--- src/rtl/seg7_scan_ctrl.sv ---
// Time-multiplexed scan controller for a common-anode 7-segment display sharing one BCD decoder.
// Optional leading-zero blanking is enabled by defining SEG7_SCAN_LZB_EN.
module seg7_scan_ctrl #(
  parameter int NUM_DIGITS   = 4,
  parameter int DIV          = 50000,
  parameter int GUARD_CYCLES = 500
) (
  input  logic                            clk,
  input  logic                            rst,
  input  logic                            enable,
  input  logic                            load,
  input  logic [4*NUM_DIGITS-1:0]         data_in,
  output logic                            ready,
  input  logic                            dec_valid,
  input  logic                            err_clr,
  output logic [3:0]                      bcd_out,
  output logic [NUM_DIGITS-1:0]           an,
  output logic [$clog2(NUM_DIGITS)-1:0]   digit_idx,
  output logic                            frame_tick,
  output logic                            err
);
  localparam int IW = $clog2(NUM_DIGITS);
  localparam int SW = $clog2(DIV);
  localparam int GW = (GUARD_CYCLES > 1) ? $clog2(GUARD_CYCLES) : 1;
  localparam logic [SW-1:0] S_LAST = SW'(DIV - 1);
  localparam logic [GW-1:0] G_LAST = GW'(GUARD_CYCLES - 1);
  localparam logic [IW-1:0] D_LAST = IW'(NUM_DIGITS - 1);

  typedef enum logic [1:0] {ST_OFF, ST_GUARD, ST_SHOW} state_t;

  state_t                  state_reg, state_next;
  logic [IW-1:0]           idx_reg, idx_next;
  logic [SW-1:0]           scnt_reg, scnt_next;
  logic [GW-1:0]           gcnt_reg, gcnt_next;
  logic [4*NUM_DIGITS-1:0] active_reg, active_next;
  logic [4*NUM_DIGITS-1:0] pending_reg, pending_next;
  logic                    pend_reg, pend_next;
  logic [3:0]              bcd_reg, bcd_next;
  logic                    tick_reg, err_reg;
  logic                    wrap, accept, lit;
  logic [NUM_DIGITS-1:0]   an_c;
  logic [NUM_DIGITS-1:0]   blank_vec;

`ifdef SEG7_SCAN_LZB_EN
  // upper_zero[i]: digit i and every digit above it are zero
  logic [NUM_DIGITS:1] upper_zero;
  assign upper_zero[NUM_DIGITS] = 1'b1;
  assign blank_vec[0] = 1'b0;
  for (genvar gi = 1; gi < NUM_DIGITS; gi++) begin : g_lzb
    assign upper_zero[gi] = upper_zero[gi+1] && (active_reg[4*gi +: 4] == 4'h0);
    assign blank_vec[gi]  = upper_zero[gi];
  end
`else
  assign blank_vec = '0;
`endif

  // State register with scan position
  always_ff @(posedge clk or posedge rst) begin
    if (rst) begin
      state_reg <= ST_OFF;
      idx_reg   <= '0;
      scnt_reg  <= '0;
      gcnt_reg  <= '0;
    end else begin
      state_reg <= state_next;
      idx_reg   <= idx_next;
      scnt_reg  <= scnt_next;
      gcnt_reg  <= gcnt_next;
    end
  end

  // Next-state logic
  always_comb begin
    state_next = state_reg;
    idx_next   = idx_reg;
    scnt_next  = scnt_reg;
    gcnt_next  = gcnt_reg;
    wrap       = 1'b0;
    if (!enable) begin
      state_next = ST_OFF;
      idx_next   = '0;
      scnt_next  = '0;
      gcnt_next  = '0;
    end else begin
      case (state_reg)
        ST_OFF: begin
          state_next = ST_GUARD;
          idx_next   = '0;
          scnt_next  = '0;
          gcnt_next  = '0;
        end
        ST_GUARD: begin
          if (gcnt_reg == G_LAST) begin
            state_next = ST_SHOW;
            gcnt_next  = '0;
            scnt_next  = '0;
          end else begin
            gcnt_next = gcnt_reg + 1'b1;
          end
        end
        ST_SHOW: begin
          if (scnt_reg == S_LAST) begin
            state_next = ST_GUARD;
            scnt_next  = '0;
            gcnt_next  = '0;
            if (idx_reg == D_LAST) begin
              idx_next = '0;
              wrap     = 1'b1;
            end else begin
              idx_next = idx_reg + 1'b1;
            end
          end else begin
            scnt_next = scnt_reg + 1'b1;
          end
        end
        default: state_next = ST_OFF;
      endcase
    end
  end

  // Output logic: one anode low while the current digit is shown and not blanked
  always_comb begin
    an_c = '1;
    lit  = 1'b0;
    if (state_reg == ST_SHOW && !blank_vec[idx_reg]) begin
      lit           = 1'b1;
      an_c[idx_reg] = 1'b0;
    end
  end

  // Display word buffering; a pending word moves to active only at the wrap edge
  always_comb begin
    active_next  = active_reg;
    pending_next = pending_reg;
    pend_next    = pend_reg;
    accept       = load && !pend_reg;
    if (wrap && pend_reg) begin
      active_next = pending_reg;
      pend_next   = 1'b0;
    end else if (accept && (state_reg == ST_OFF || wrap)) begin
      active_next = data_in;
    end else if (accept) begin
      pending_next = data_in;
      pend_next    = 1'b1;
    end
    // bcd_out follows the upcoming digit so the decoder settles during GUARD
    bcd_next = (state_next == ST_OFF) ? 4'h0 : active_next[{idx_next, 2'b00} +: 4];
  end

  always_ff @(posedge clk or posedge rst) begin
    if (rst) begin
      active_reg  <= '0;
      pending_reg <= '0;
      pend_reg    <= 1'b0;
      bcd_reg     <= 4'h0;
      tick_reg    <= 1'b0;
      err_reg     <= 1'b0;
    end else begin
      active_reg  <= active_next;
      pending_reg <= pending_next;
      pend_reg    <= pend_next;
      bcd_reg     <= bcd_next;
      tick_reg    <= wrap;
      if (err_clr)
        err_reg <= 1'b0;
      else if (state_reg == ST_SHOW && lit && !dec_valid)
        err_reg <= 1'b1;
    end
  end

  assign ready      = !pend_reg;
  assign bcd_out    = bcd_reg;
  assign an         = an_c;
  assign digit_idx  = idx_reg;
  assign frame_tick = tick_reg;
  assign err        = err_reg;

endmodule
--- config.mk ---
export PLATFORM = sky130hd
export DESIGN_NAME = seg7_scan_ctrl
export DESIGN_NICKNAME = d
export VERILOG_FILES = /design/src/rtl/seg7_scan_ctrl.sv
export SDC_FILE = /design/constraint.sdc
export NUM_CORES = 1
export LEC_CHECK = 0
export ABC_AREA = 1
export BUFFER_PORTS_ARGS = -buffer_cell sky130_fd_sc_hd__clkbuf_2
export CORE_ASPECT_RATIO = 1.25
export CORE_MARGIN = 2
export CORE_UTILIZATION = 44
export DETAILED_ROUTE_END_ITERATION = 8
export HOLD_SLACK_MARGIN = 0.15
export MAX_ROUTING_LAYER = met4
export PLACE_DENSITY_LB_ADDON = 0.3
export SLEW_MARGIN = 10
export SYNTH_ARGS = -nofsm -noshare
export SYNTH_HDL_FRONTEND = slang
export SYNTH_SLANG_ARGS = --single-unit
--- constraint.sdc ---
create_clock -name clk -period 2.3 [get_ports clk]
set_input_delay 0.23 -clock clk [delete_from_list [all_inputs] [get_ports clk]]
set_output_delay 0.23 -clock clk [all_outputs]
set_load 0.02 [all_outputs]
==> reports/metrics.yaml, run 1 <==
outcome:
  outcome: "finished clean"
floorplan:
  core_sq_um: 7790
  die_w_um: 84.3
  die-height_um: 104
  dieArea_sq_um: 8790
  num_io_pins: 35
  start_util_pct: 45.5
  core.rowCount: 36
power_and_ir_drop:
  clkPwrFrac_pct: 44.9
  p_seq_share_pct: 49.0
  p_int_mw: 1.91
  p_leak_nw: 2.12
  p_comb_share_pct: 6.1
  p_sw_uw: 590
  irDropWorstVdd_uv: 482
  switching_share_pct: 23.6
  power_density_nw_per_um2: 597
setup_path:
  crit_path_frequent_cell: "nand3_1"
  critPathArrivalTime_ns: 2.35
  critical_path_class: "reg -> reg"
  crit_chain: "ha_1 -> nand2_1 -> inv_1 -> nand2_1 -> nor2_1 -> nand3_2 -> nand2_8 -> buf_4 -> nand3_1 -> nand3_1 -> nand3_1 -> nand3_1 -> a21oi_1"
  rr_startpoint: "scnt_reg[0]$_DFFE_PP0P_"
  crit_fanout: 15
  r2r-end: "bcd_out[3]$_DFF_PP0_"
  rrSetupSlack_ns: 0.16
  crit_slowest_cell: "dfrtp_1"
  critPathTopFamily: "simple AND/OR/NAND/NOR gates"
  required_ns: 2.51
  cp_num_buf_inv: 2
  start_kind: "register"
  reg2regPathDepth: 13
  slowest_delay_ns: 0.40
  critPathCaptureType: "register"
global_route:
  grt_usage_pct: 20.5
  antenna_found_initial: 0
  grt_max_degree: 69
  grt_pass1_wl_mm: 14.3
  grt_pass1_vias: 3282
  overflow: 0
detailed_routing:
  viasPerCell: 5.10
  drtIter0Drc: 152
  wirelength_mm: 8.26
  drt-wirelength-per-cell_um: 13.4
  vias: 3153
  first_pass_iters: 6
  final_antenna_net_count: 0
  drc_errors: 0
worst_hold_path:
  min_from: "data_in[15]"
  worstHoldPathCells: 3
  hold_end: "pending_reg[15]$_DFFE_PP0P_"
  hold_class: "in -> reg"
placement:
  dp_hpwl_mm: 5.95
  pre_cts_ws_ns: 0.184
  gp_congestion: 0.911
  numPortBuffers: 34
sta:
  slew_viol_final: 0
  slew_headroom_pct: 64.3
  tns_ns: 0
  fmax_mhz: 467
  rsz0062_at_grt: "false"
  setup_viol: 0
  worst_pin_slew_ns: 0.534
  fin_crit_ns: 2.14
  finClkSkew_ns: 0.00798
  layout_setup_ws_ns: 0.161
  hold_violations: 0
  min_period_over_period_pct: 93.0
cts:
  clk_latency_ns: 0.35
  cts_root_buffer: "clkbuf_8"
  cts_buffers: 9
  h-tree-depth: 3
  cts.clk_slew.worst_paths_ns: 0.08
  clk_path_buf_depth: 2
  cts.sinks: 68
  cts_tree: "done"
final_layout:
  nFillCells: 724
  multi_input_area_sq_um: 1500
  area_growth_pct: 18.1
  nets: 546
  drive_gt1_share_pct: 16.1
  register_area_sq_um: 1700
  n_antenna_cell: 0
synth:
  synth_edf_count: 0
  yosysTopAreaCellShare_pct: 48.0
  synthCells: 465
  synth.top_cells.by_area: "dfrtp_1 (48%), nand2_1 (12%), nand3_1 (9.9%)"
  async_flop_share_pct: 100
  ys_seq_elements: 68
  netlist.top_cell.by_area: "dfrtp_1"
  synth_area_sq_um: 3540
  yosys_warnings: 0
  avgSynthCellArea_sq_um: 7.62
  synth_cell_types: 28
  synth_ff_type: "dfrtp_1"
  ys_seq_area_share_pct: 48.0
  syn-num-nets: 493
run:
  cap_violations: 0
-- worst min-delay path, cell delays in order --
cell and delay (ns):
clkbuf_2 0.08, inv_1 0.07, o21ai_0 0.08
-- cells in the mapped netlist, types with 2 or more instances --
master / count
nand2_1: 111
inv_1: 74
nand3_1: 70
dfrtp_1: 68
nor2_1: 35
o21ai_0: 28
a21oi_1: 21
nor3_1: 11
ha_1: 6
inv_2: 5
buf_2: 4
clkbuf_1: 4
nand2_2: 3
nand2_4: 3
nand4_1: 3
nor2_2: 3
a211oi_1: 2
nand3_2: 2
o21ai_1: 2
xor2_1: 2
-- layout make-up --
class / count / area share, %
flip-flops and latches: 68 / 40.7
multi-input cells: 308 / 36.0
repair buffers: 52 / 8.02
inverters: 79 / 7.09
clock buffers: 10 / 3.29
well taps: 95 / 2.84
clock inverters: 6 / 2.09
-- stage by stage --
step | instances | utilization, % | cell area, sq um | hold slack [ns] | total power [mW]
3_3_place_gp | 594 | 49.6 | 3860 | 0.319 | 1.39
2_1_floorplan | 465 | - | 3540 | 0.396 | 1.33
3_5_place_dp | 594 | 49.6 | 3860 | 0.321 | 1.39
5_1_grt | 618 | 53.7 | 4180 | 0.159 | 2.59
6_report | 618 | 53.7 | 4180 | 0.150 | 2.50
4_1_cts | 617 | 53.4 | 4160 | 0.151 | 2.52
-- cell usage in the layout, fill, tap and decap left out, types with 7 or more instances in the layout --
cell type,n
nand2_1,111
nor2_1,35
dfrtp_1,67
nand3_1,69
clkbuf_8,10
o21ai_0,28
buf_4,10
inv_1,73
clkbuf_2,34
nor3_1,11
dlygate4sd3_1,7
a21oi_1,21
-- cells by family (layout without fill, tap and decap cells) --
| group | Yosys count | count (layout) | share of synthesized area, % |
|---|---|---|---|
| flops | 68 | 68 | 48.0 |
| simple gates | 244 | 244 | 31.0 |
| compound gates | 56 | 56 | 8.41 |
| xor+xnor | 2 | 2 | 0.495 |
| buf+inv | 89 | 147 | 9.89 |
| fa+ha+maj | 6 | 6 | 2.12 |
-- per-layer routing --
metal	routed length [um]	vias to the layer above	global-route usage, %
met5	0	-	-
met4	157	0	8.18
met3	433	20	4.44
met2	4490	100	35.5
met1	3190	1449	22.7
li1	-	1584	-
-- power by group through the flow --
stage	registers (mW)	clock network, mW	logic, mW
detailed placement	1.25	0	0.144
global placement	1.25	0	0.141
finish	1.22	1.12	0.153
CTS	1.22	1.14	0.154
global route	1.23	1.19	0.175
floorplan	1.25	0	0.0820
-- worst max-delay path by stage --
| stage | from | endpoint | slack, ns | depth (start not counted) |
|---|---|---|---|---|
| global route | scnt_reg[0]$_DFFE_PP0P_ | bcd_out[1]$_DFF_PP0_ | 0.002 | 13 |
| floorplan | rst | active_reg[0]$_DFF_PP0_ | 0.36 | 1 |
| finish | scnt_reg[0]$_DFFE_PP0P_ | bcd_out[3]$_DFF_PP0_ | 0.16 | 13 |
| detailed placement | digit_idx[0]$_DFF_PP0_ | bcd_out[2]$_DFF_PP0_ | 0.18 | 11 |
| global placement | digit_idx[0]$_DFF_PP0_ | bcd_out[2]$_DFF_PP0_ | 0.27 | 11 |
| CTS | digit_idx[0]$_DFF_PP0_ | bcd_out[2]$_DFF_PP0_ | 0.17 | 11 |
-- what timing repair did --
| item | 4_1_cts | 5_1_grt |
|---|---|---|
| hold buffers | 7 | 0 |
| hold endpoints to repair | 74 | 0 |
| endpoints found under the setup margin | 0 | 3 |
| setup buffers | 0 | 1 |
| gates resized for setup | 0 | 3 |
(Power assumes the default switching activity.)
==> run 2, diff against run 1 <==
Settings changed: CORE_UTILIZATION 44 to 39.
Clock period 2.3 ns to 2.62 ns, I/O delays scaled along.
==> run 2 against run 1 <==
- highest routed layer unchanged
- wire length down 1.9%
- critical path type unchanged
- critical endpoint is now scnt_reg[2]$_DFFE_PP0P_
- largest cell class unchanged
- clock power is 30% lower
- sequential power is 12% lower
- sequential share of layout area increased by 1.3 points
==> reports/metrics.yaml, run 2 (synthesis results as in run 1) <==
placement:
  dp_hpwl_mm: 5.87
  numPortBuffers: 34
  dpl_cell_area_sq_um: 3860
  gp_congestion: 0.848
final_layout:
  nets: 536
  area_growth_pct: 14.3
  n_antenna_cell: 0
  final_core_util_pct: 46.3
  final_cell_area_sq_um: 4050
  drive_gt1_share_pct: 15.2
  final_common_cell: "nand2_1"
  layout_common_cells: "nand2_1 (111), inv_1 (73), nand3_1 (70)"
floorplan:
  num_io_pins: 35
  core_sq_um: 8750
  die-height_um: 111
  dieArea_sq_um: 9870
  die_w_um: 89.2
  core.rowCount: 38
  start_util_pct: 40.5
sta:
  hold_violations: 0
  rsz0062_at_grt: "false"
  tns_ns: 0
  setup_viol: 0
  fmax_mhz: 440
  slew_viol_final: 0
  worst_pin_slew_ns: 0.639
  fin_crit_ns: 2.27
  min_period_over_period_pct: 86.7
  slew_headroom_pct: 57.4
  finClkSkew_ns: 0.0115
run:
  cap_violations: 0
setup_path:
  critPathCaptureType: "register"
  critical_path_class: "reg -> reg"
  start_kind: "register"
  critPathArrivalTime_ns: 2.52
  required_ns: 2.87
  crit_fanout: 16
cts:
  cts_tree: "done"
  cts.clk_slew.worst_paths_ns: 0.08
  cts.sinks: 68
  clk_path_buf_depth: 2
  clk_latency_ns: 0.35
  cts_buffers: 9
  cts_setup_buffers: 0
  h-tree-depth: 3
  post_cts_resized: 0
  cts_root_buffer: "clkbuf_8"
detailed_routing:
  drtIter0Drc: 164
  drt-wirelength-per-cell_um: 12.8
  vias: 3137
  final_antenna_net_count: 0
  wirelength_mm: 8.11
  drc_errors: 0
  viasPerCell: 4.96
  first_pass_iters: 4
global_route:
  grt_max_degree: 34
  overflow: 0
  antenna_found_initial: 0
  grt_usage_pct: 18.9
  grt_pass1_wl_mm: 14.3
  grt_pass1_vias: 3186
power_and_ir_drop:
  p_leak_nw: 2.05
  finalPower_mw: 1.97
  switching_share_pct: 25.4
  p_comb_share_pct: 6.0
  p_sw_uw: 502
  p_int_mw: 1.47
  irDropWorstVdd_uv: 241
  power_density_nw_per_um2: 488
  clkPwrFrac_pct: 39.6
  p_seq_share_pct: 54.4
worst_hold_path:
  hold_class: "in -> reg"
outcome:
  outcome: "finished clean"
## run 2: changes by cell type in the layout (fill, tap and decap cells not counted), moves of 2 or more
cell           delta
dlygate4sd3_1     -6
clkinv_2          +2
bufinv_16         -2
clkinvlp_4        -2
buf_4             -3
clkinv_4          +2
## run 2: final timing paths
check | startpoint | to | slack (ns) | depth (start not counted)
max | scnt_reg[0]$_DFFE_PP0P_ | scnt_reg[2]$_DFFE_PP0P_ | 0.35 | 11
min reg2reg | pending_reg[10]$_DFFE_PP0P_ | pending_reg[10]$_DFFE_PP0P_ | 0.49 | 2
min in group asynchronous | rst | state_reg[0]$_DFF_PP0_ | 0.54 | 3
max in group asynchronous | rst | bcd_out[3]$_DFF_PP0_ | 1.36 | 4
min | err_clr | err$_DFFE_PP0P_ | 0.16 | 2
max reg2reg | scnt_reg[0]$_DFFE_PP0P_ | scnt_reg[2]$_DFFE_PP0P_ | 0.35 | 11
## run 2: per-layer routing
metal	track usage, %	wire [um]	up-vias
met5	-	0	-
met1	21.9	3350	1471
li1	-	-	1569
met3	2.47	361	21
met4	8.46	201	0
met2	32.0	4200	76
## run 2: timing repair
item | CTS | global route
endpoints found under the hold margin | 29 | 0
hold buffers | 1 | 0
endpoints found under the setup margin | 0 | 0
## run 2: worst max-delay path, cell delays in order (launching register included)
cell,delay [ns]
dfrtp_1,0.41
ha_1,0.22
nand2_1,0.06
inv_1,0.05
nand2_1,0.07
nor2_1,0.05
and2_2,0.18
nor2_1,0.17
nand2_1,0.09
nand2_1,0.40
inv_1,0.21
a211oi_1,0.27
## run 2: cell type report
type / instances / area, sq um
Timing Repair Buffer: 42 / 233
Inverter: 79 / 297
Clock buffer: 10 / 138
Fill cell: 920 / 4700
Tap cell: 120 / 150
Multi-Input combinational cell: 308 / 1490
Clock inverter: 6 / 40.0
Sequential cell: 68 / 1700
## run 2: power by group through the flow
stage / Sequential [mW] / Combinational (mW) / Clock (mW)
global route: 1.08 / 0.140 / 0.843
finish: 1.07 / 0.119 / 0.781
global placement: 1.09 / 0.118 / 0
CTS: 1.07 / 0.122 / 0.803
floorplan: 1.10 / 0.0720 / 0
detailed placement: 1.09 / 0.120 / 0
## run 2: stage by stage
stage / instances / hold WS [ns] / setup WS, ns
final: 633 / 0.163 / 0.347
after global routing: 633 / 0.169 / 0.0658
after CTS: 633 / 0.153 / 0.314
after detailed placement: 616 / 0.382 / 0.298
after global placement: 616 / 0.373 / 0.449
after floorplan: 465 / 0.428 / 0.646
